`src/rtl/mem_bus_arbiter_if.sv`:
```
// Bus bundle between the upstream requesters, the arbiter and the shared
// memory port. The request/response record types live here so every user of
// the bundle sees the same layout.
//   slave  : arbiter view (consumes requests and memory responses)
//   master : environment view (requesters plus shared memory)
interface mem_bus_arbiter_if #(
   parameter int NUM_REQ = 2
);

   // One upstream or downstream request beat.
   typedef struct packed {
      logic        valid;
      logic [31:0] addr;
      logic [2:0]  size;
      logic [3:0]  strobe;
      logic [31:0] data;
   } dbus_req_t;

   // Response from memory: address phase done, data phase done, read data.
   typedef struct packed {
      logic        addr_ok;
      logic        data_ok;
      logic [31:0] data;
   } dbus_resp_t;

   dbus_req_t  ireq  [NUM_REQ];
   dbus_resp_t iresp [NUM_REQ];
   dbus_req_t  oreq;
   dbus_resp_t oresp;

   modport slave (
      input  ireq,
      input  oresp,
      output iresp,
      output oreq
   );

   modport master (
      output ireq,
      output oresp,
      input  iresp,
      input  oreq
   );

endinterface

```
`src/rtl/mem_bus_arbiter.sv`:
```
// Shares one downstream data-bus port between NUM_REQ upstream requesters.
// One requester is granted at a time; its request is latched and held on the
// shared port until memory signals data_ok, and the memory response is routed
// back to the granted requester only.
//
// Optional feature: define MEM_BUS_ARB_RR_EN for round-robin arbitration
// (search starts one past the last completed grant). Without it the lowest
// valid index always wins; last_grant is still tracked but not consulted.
module mem_bus_arbiter #(
   parameter int NUM_REQ = 2,
   parameter int IDX_W   = $clog2(NUM_REQ)
) (
   input  logic             clk,
   input  logic             reset,
   mem_bus_arbiter_if.slave bus,
   output logic             busy,
   output logic [IDX_W-1:0] grant_idx
);

   typedef enum logic {
      IDLE = 1'b0,
      BUSY = 1'b1
   } state_t;

   state_t           state;
   logic [IDX_W-1:0] last_grant;
   logic [NUM_REQ-1:0] req_valid;
   logic             any_valid;
   logic [IDX_W-1:0] winner;

   // Lowest valid index wins.
   function automatic logic [IDX_W-1:0] pick_fixed(input logic [NUM_REQ-1:0] v);
      logic [IDX_W-1:0] r;
      r = '0;
      for (int i = NUM_REQ - 1; i >= 0; i--) begin
         if (v[i]) r = IDX_W'(i);
      end
      return r;
   endfunction

   // First valid index at or after last+1, wrapping at NUM_REQ; the requester
   // that just completed is examined last.
   function automatic logic [IDX_W-1:0] pick_rr(input logic [NUM_REQ-1:0] v,
                                                input logic [IDX_W-1:0]   last);
      logic [IDX_W-1:0] r;
      int               idx;
      r = '0;
      for (int k = NUM_REQ; k >= 1; k--) begin
         idx = (int'(last) + k) % NUM_REQ;
         if (v[idx]) r = IDX_W'(idx);
      end
      return r;
   endfunction

   // Collect the valid bits of all upstream requests.
   always_comb begin
      req_valid = '0;
      for (int i = 0; i < NUM_REQ; i++) begin
         req_valid[i] = bus.ireq[i].valid;
      end
      any_valid = |req_valid;
   end

`ifdef MEM_BUS_ARB_RR_EN
   assign winner = pick_rr(req_valid, last_grant);
`else
   logic [IDX_W-1:0] unused_last_grant;
   assign unused_last_grant = last_grant;
   assign winner = pick_fixed(req_valid);
`endif

   // Grant/complete state machine; bus.oreq is the latched request register,
   // so the downstream port is driven straight from flops.
   always_ff @(posedge clk or negedge reset) begin
      if (!reset) begin
         state      <= IDLE;
         grant_idx  <= '0;
         last_grant <= IDX_W'(NUM_REQ - 1);
         bus.oreq   <= '0;
         busy       <= 1'b0;
      end else begin
         case (state)
            IDLE: begin
               if (any_valid) begin
                  bus.oreq       <= bus.ireq[winner];
                  bus.oreq.valid <= 1'b1;
                  grant_idx      <= winner;
                  busy           <= 1'b1;
                  state          <= BUSY;
               end
            end
            BUSY: begin
               // addr_ok alone does not end the transaction; only data_ok does.
               if (bus.oresp.data_ok) begin
                  bus.oreq   <= '0;
                  busy       <= 1'b0;
                  last_grant <= grant_idx;
                  state      <= IDLE;
               end
            end
         endcase
      end
   end

   // Forward the memory response to the granted requester only; responses
   // seen while IDLE are dropped.
   always_comb begin
      for (int i = 0; i < NUM_REQ; i++) begin
         bus.iresp[i] = '0;
         if ((state == BUSY) && (grant_idx == IDX_W'(i))) begin
            bus.iresp[i] = bus.oresp;
         end
      end
   end

endmodule

```
`src/flat_wrapper.sv`:
```
// flat-port wrapper written by rule: the top's interface ports become plain ports
module mem_bus_arbiter_flat 
#(
   parameter int NUM_REQ = 2,
   parameter int IDX_W   = $clog2(NUM_REQ)
)
  (clk, reset, busy, grant_idx, bus_ireq, bus_oresp, bus_iresp, bus_oreq);
  mem_bus_arbiter_if #(.NUM_REQ(NUM_REQ)) bus_i ();
  input  logic clk;
  input  logic reset;
  output logic busy;
  output logic [IDX_W-1:0] grant_idx;
  input wire logic [$bits(bus_i.ireq)-1:0] bus_ireq;
  input wire logic [$bits(bus_i.oresp)-1:0] bus_oresp;
  output wire logic [$bits(bus_i.iresp)-1:0] bus_iresp;
  output wire logic [$bits(bus_i.oreq)-1:0] bus_oreq;
  assign bus_i.ireq = {>>{bus_ireq}};
  assign bus_i.oresp = bus_oresp;
  assign bus_iresp = {>>{bus_i.iresp}};
  assign bus_oreq = bus_i.oreq;
  mem_bus_arbiter #(.NUM_REQ(NUM_REQ), .IDX_W(IDX_W)) u_core (.clk(clk), .reset(reset), .bus(bus_i), .busy(busy), .grant_idx(grant_idx));
endmodule
```
`config.mk`:
```
export PLATFORM = sky130hd
export DESIGN_NAME = mem_bus_arbiter_flat
export DESIGN_NICKNAME = d
export VERILOG_FILES = /design/src/rtl/mem_bus_arbiter_if.sv /design/src/rtl/mem_bus_arbiter.sv /design/src/flat_wrapper.sv
export SDC_FILE = /design/constraint.sdc
export NUM_CORES = 1
export LEC_CHECK = 0
export ABC_AREA = 0
export CAP_MARGIN = 30
export CORE_AREA = 2 2 126 128
export CTS_CLUSTER_DIAMETER = 30
export DETAILED_ROUTE_END_ITERATION = 8
export DIE_AREA = 0 0 128 130
export PLACE_DENSITY = 0.71
export SKIP_CTS_REPAIR_TIMING = 1
export SYNTH_ARGS = -nofsm -noshare
export SYNTH_HDL_FRONTEND = slang
export SYNTH_SLANG_ARGS = --single-unit
```
`constraint.sdc`:
```
create_clock -name clk -period 1.4 [get_ports clk]
set_input_delay 0.21 -clock clk [delete_from_list [all_inputs] [get_ports clk]]
set_output_delay 0.21 -clock clk [all_outputs]
set_load 0.02 [all_outputs]
```
==> key figures, run 1 <==
CTS
  • Worst-path clk slew: 0.07 ns
  • Skew-Pair Late Insertion Delay: 0.33 ns
  • Clock root buffer: clkbuf_16
  • Cts bufs inserted: 9
  • Clock Path Buffers: 2
  • CTS tree: built
  • H-tree depth: 3
  • Sink Count: 74

STA
  • Finish-stage setup viols: 139
  • Peak Freq: 612.2 MHz
  • Slew margin rel.: 74.66%
  • Tcrit/Tclk final: 116.7%
  • Fin Setup TNS: -21.94 ns
  • Worst-Margin Slew: 0.3801 ns
  • Final worst slack: -0.2335 ns
  • Hold Vio Cnt, Final: 0
  • Clock period minus worst slack: 1.633 ns
  • Skew final: 0.008110 ns
  • Slew Limit Fails: 0
  • Final Hold Slack: 0.3343 ns
  • RSZ-0062 raised after global routing: true

Power
  • Power, Total: 8.245 mW
  • Switching pwr: 2.818 mW
  • Worst vdd ir: 503.6 uV
  • Combinational fraction of design power: 41.3%
  • Pleak: 4.412 nW
  • Internal power: 5.426 mW
  • Sw Share: 34.18%
  • Pwr Density: 1032 nW/um^2
  • Flop pwr share: 32.3%
  • Clk pwr share: 26.4%

Layout
  • Post-route cell area: 7985 um^2
  • Final-stage net count: 834
  • N_diodes: 0
  • Syn-to-layout area delta: 99.19%
  • Final cell count without fillers: 851
  • Fraction of layout cells with a size suffix above 1: 18.06%
  • Core Util, Final: 51.77%
  • Fill count: 1,380

Critical path
  • Worst path buffer plus inverter count: 3
  • Crit path cell chain: buf_4 > clkbuf_16 > and3_1 > buf_2
  • CP Capture Type: output port
  • Worst path slowest cell: dfrtp_1
  • Type of origin of the critical path: flip-flop
  • Crit-path max FO: 10
  • Critical path arrival: 1.42 ns
  • WP data required: 1.19 ns
  • CP Class: flip-flop to output port
  • Crit path largest cell delay: 0.39 ns
  • Crit-path leading delay family: buffers and inverters

Die
  • Initial Utilization: 25.99%
  • Site Rows: 46
  • Core box area: 15,420 um^2
  • IO Count: 322
  • DIE HEIGHT: 130 um
  • Full die area: 16,640 um^2
  • Die extent in x: 128 um

Logic synthesis
  • Synth area leader: dfrtp_1
  • Flop and latch count out of synthesis: 74
  • Sequential share of the synthesized area: 46.19%
  • Most used DFF post-synth: dfrtp_1
  • Syn. warnings: 0
  • Leading cell type by number of instances after synthesis: dfrtp_1
  • Post-synth EDFFs: 0
  • Mapped cell area: 4009 um^2
  • Post-Synthesis Cells: 345
  • Share of the synthesized area in the top cell type: 46.19%
  • Main area contributors after synthesis: dfrtp_1 (46%), a221o_1 (18%), a32o_1 (18%), and2_1 (5.3%), and3_1 (5.3%)
  • Post-synth net total: 525
  • Async S/R FF share, synth: 100.0%
  • Syn Area/Cell: 11.62 um^2
  • Yosys cell types: 18
  • Synth top cells by count: dfrtp_1 (74), a221o_1 (71), a32o_1 (71)

Outcome
  • Violated checks: setup timing
  • Status: complete, but fails checks

GRT
  • Grt total ovfl: 0
  • GRT Total Usage: 19.47%
  • Initial antenna violation count: 0
  • Pin count of the biggest net entering global routing: 39
  • First-pass GRT wire length: 25,540 um
  • Vias in the first global route: 4,603

Routing
  • Drt pass-1 iters: 7
  • Routed via count: 4,669
  • DR WL/cell: 20.94 um
  • Antenna-violating nets left: 0
  • WL final: 17,820 um
  • Vias per Instance: 5.486
  • Initial DRC Count: 302
  • # DRC: 0

Placement
  • Hpwl dp: 12,190 um
  • Pre-CTS setup slack: -0.3772 ns
  • PortBufs: 321
  • Placed insts: 829
  • GP Congestion: 0.9450
  • Placed Area: 7512 um^2

Min path
  • Hold Path Class: input pin to async pin

Flow run
  • Max Cap Viol: 0
## cell type report
| class | instances | area, um^2 | share of cell area [%] |
|---|---|---|---|
| Tap cell | 192 | 240.2 | 3.008 |
| Inverter | 1 | 3.754 | 0.04701 |
| Timing Repair Buffer | 347 | 3664 | 45.88 |
| Sequential cell | 74 | 1852 | 23.19 |
| Clock buffer | 11 | 242.7 | 3.040 |
| Clock inverter | 5 | 37.54 | 0.4701 |
| Multi-Input combinational cell | 221 | 1946 | 24.37 |
## routing by layer
| layer | up-vias | track usage (%) | routed length, um |
|---|---|---|---|
| li1 | 2085 | - | - |
| met1 | 2324 | 25.39 | 7467 |
| met2 | 234 | 32.93 | 8801 |
| met3 | 26 | 3.075 | 1197 |
| met4 | 0 | 7.046 | 352 |
| met5 | - | 0 | 0 |
## registers in the layout, indices dropped and copies added, names as in the netlist
name and flops:
u_core.bus.oreq 71, u_core.busy 1, u_core.grant_idx 1, u_core.state 1
## power groups by stage
stage | Clock [mW] | Combinational (mW) | Sequential [mW]
after global placement | 0 | 3.34 | 2.67
after floorplan | 0 | 1.15 | 3.02
after CTS | 2.24 | 3.41 | 2.66
after detailed placement | 0 | 3.40 | 2.69
after global routing | 2.33 | 3.59 | 2.70
final | 2.18 | 3.41 | 2.66
## cell usage in the layout, fill, tap and decap left out, drive strengths merged
cell / netlist / layout
clkdlybuf4s50: 0 / 178
a32o: 71 / 71
nand2: 2 / 2
nor2b: 1 / 1
dfrtp: 74 / 74
dlygate4sd3: 0 / 1
nor3b: 1 / 1
inv: 1 / 2
and2: 34 / 34
dlymetal6s2s: 0 / 73
a21oi: 1 / 1
and3: 34 / 34
nor2: 4 / 4
buf: 32 / 80
o21ai: 1 / 1
clkinvlp: 0 / 2
a221o: 71 / 71
clkinv: 0 / 2
clkbuf: 17 / 26
a21boi: 1 / 1
## kinds of logic (layout without fill, tap and decap cells)
kind of cell    count (synthesis)  count (layout)  share of synthesized area [%]
compound gates                145             145                          35.89
simple gates                   76              76                          11.64
flops                          74              74                          46.19
buf+inv                        50             364                          6.273
## worst paths after layout
check	startpoint	endpoint	slack, ns	cells after the start
min in group clk	bus_ireq[51]	u_core.bus.oreq[51]$_DFFE_PN0P_	0.49	2
setup / recovery	u_core.state$_DFF_PN0_	bus_iresp[2]	-0.23	4
setup reg to reg	u_core.state$_DFF_PN0_	u_core.bus.oreq[61]$_DFFE_PN0P_	-0.16	6
max in group asynchronous	reset	u_core.bus.oreq[19]$_DFFE_PN0P_	0.54	3
hold / removal	reset	u_core.bus.oreq[49]$_DFFE_PN0P_	0.33	2
hold reg to reg	u_core.bus.oreq[23]$_DFFE_PN0P_	u_core.bus.oreq[23]$_DFFE_PN0P_	0.53	1
Note: power is estimated with default switching activity, not from simulation.
==> run 2, diff against run 1 <==
SKIP_CTS_REPAIR_TIMING = unset   (was 1)
==> key figures, run 2 (same netlist as run 1, synthesis figures left out) <==
Outcome
  • Status: complete, but fails checks
  • Violated checks: setup timing

Routing
  • DR WL/cell: 21.24 um
  • WL final: 18,140 um
  • # DRC: 0
  • Routed via count: 4,699
  • Drt pass-1 iters: 6
  • Vias per Instance: 5.502
  • Initial DRC Count: 300
  • Antenna-violating nets left: 0

Critical path
  • Worst r2r path cells: 6
  • CP Class: flip-flop to output port
  • Critical path arrival: 1.42 ns
  • WP data required: 1.19 ns
  • Type of origin of the critical path: flip-flop
  • R2r setup slk: -0.19 ns
  • Crit-path max FO: 17
  • RR Endpoint: u_core.bus.oreq[42]$_DFFE_PN0P_
  • CP Capture Type: output port
  • R2R Path Start: u_core.state$_DFF_PN0_

STA
  • RSZ-0062 raised after global routing: true
  • Clock period minus worst slack: 1.633 ns
  • Slew Limit Fails: 0
  • Tcrit/Tclk final: 116.6%
  • Hold Vio Cnt, Final: 0
  • Worst-Margin Slew: 0.3800 ns
  • Final worst slack: -0.2331 ns
  • Skew final: 0.008875 ns
  • Finish-stage setup viols: 212
  • Peak Freq: 612.3 MHz
  • Slew margin rel.: 74.67%

CTS
  • Skew-Pair Late Insertion Delay: 0.33 ns
  • CTS tree: built
  • Sink Count: 74
  • Clock Path Buffers: 2
  • Worst-path clk slew: 0.07 ns
  • Clock root buffer: clkbuf_16
  • H-tree depth: 3
  • Cts bufs inserted: 9

Flow run
  • Max Cap Viol: 0

Placement
  • Pre-CTS setup slack: -0.3772 ns
  • GP Congestion: 0.9450
  • Placed Area: 7512 um^2
  • PortBufs: 321
  • Hpwl dp: 12,190 um

Layout
  • Post-route cell area: 7980 um^2
  • Fraction of layout cells with a size suffix above 1: 20.39%
  • Final-stage net count: 837
  • Commonest non-fill, non-tap cells in the layout: clkdlybuf4s50_1 (250), dfrtp_1 (73), a32o_1 (71), a221o_1 (71), buf_6 (37)
  • Commonest non-fill, non-tap cell in the layout: clkdlybuf4s50_1
  • Top reg by flops: u_core.bus.oreq
  • Syn-to-layout area delta: 99.06%
  • Core Util, Final: 51.74%
  • Max reg flops: 71
  • N_diodes: 0

Die
  • Die extent in x: 128 um
  • Core box area: 15,420 um^2
  • IO Count: 322
  • DIE HEIGHT: 130 um
  • Full die area: 16,640 um^2
  • Site Rows: 46
  • Initial Utilization: 25.99%

Power
  • Clk pwr share: 26.1%
  • Combinational fraction of design power: 42.3%
  • Sw Share: 34.00%
  • Pleak: 3.431 nW
  • Pwr Density: 1059 nW/um^2
  • Worst vdd ir: 508.9 uV
  • Internal power: 5.576 mW
  • Flop pwr share: 31.6%
  • Switching pwr: 2.872 mW

GRT
  • Vias in the first global route: 4,673
  • Initial antenna violation count: 0
  • Grt total ovfl: 0
  • First-pass GRT wire length: 26,390 um
  • Pin count of the biggest net entering global routing: 39
  • GRT Total Usage: 20.17%

Min path
  • Hold Path Class: input pin to async pin
run 2: worst max-delay path, cell delays in order (launching register included):
cell and delay (ns):
dfrtp_2 0.44, inv_2 0.11, nor2_4 0.06, clkbuf_16 0.17
and2_1 0.16, buf_4 0.15
run 2: worst max-delay path by stage:
| stage | start | to | slack, ns | cells past startpoint |
|---|---|---|---|---|
| finish | u_core.state$_DFF_PN0_ | bus_iresp[62] | -0.23 | 5 |
| global route | u_core.state$_DFF_PN0_ | bus_iresp[38] | -0.30 | 5 |
| CTS | u_core.state$_DFF_PN0_ | bus_iresp[35] | -0.26 | 5 |
| detailed placement | bus_oresp[32] | bus_iresp[32] | -0.38 | 3 |
| global placement | bus_oresp[32] | bus_iresp[32] | -0.39 | 3 |
| floorplan | u_core.grant_idx$_DFFE_PN0P_ | bus_iresp[34] | 0.008 | 3 |
run 2: timing repair:
item	CTS	global route
buffers inserted	4	0
gates resized for setup	314	83
pin swaps	1	2
hold endpoints to repair	24	0
hold buffers	1	0
endpoints found under the setup margin	213	213
gates cloned	2	3
run 2: final cells by class:
cell class                 instances  area (um^2)
clock buffer                      11        242.7
clock inverter                     5        37.54
fill                            1381         7445
inverter                           1        3.754
multi-input combinational        221         1984
sequential                        74         1853
tap                              192        240.2
timing repair buffer             350         3618
run 2: routing by layer:
| metal | up-vias | GRT usage [%] | wire, um |
|---|---|---|---|
| met5 | - | 0 | 0 |
| met1 | 2365 | 26.70 | 7710 |
| li1 | 2093 | - | - |
| met2 | 219 | 34.07 | 9076 |
| met4 | 0 | 6.852 | 278 |
| met3 | 22 | 2.911 | 1075 |
run 2: power by group through the flow:
stage	Sequential [mW]	Combinational, mW	Clock, mW
3_5_place_dp	2.69	3.40	0
2_1_floorplan	3.02	1.15	0
5_1_grt	2.71	3.75	2.33
3_3_place_gp	2.67	3.34	0
6_report	2.67	3.57	2.20
4_1_cts	2.67	3.42	2.24
run 2: metrics by stage:
step / hold WS [ns] / setup TNS [ns] / instances / power [mW]
final: 0.3275 / -32.65 / 854 / 8.449
after global routing: 0.3785 / -43.68 / 854 / 8.795
after CTS: 0.3334 / -40.12 / 852 / 8.328
after detailed placement: 0.1592 / -42.60 / 829 / 6.086
after global placement: 0.1563 / -38.96 / 829 / 6.017
after floorplan: -0.08559 / 0 / 345 / 4.165
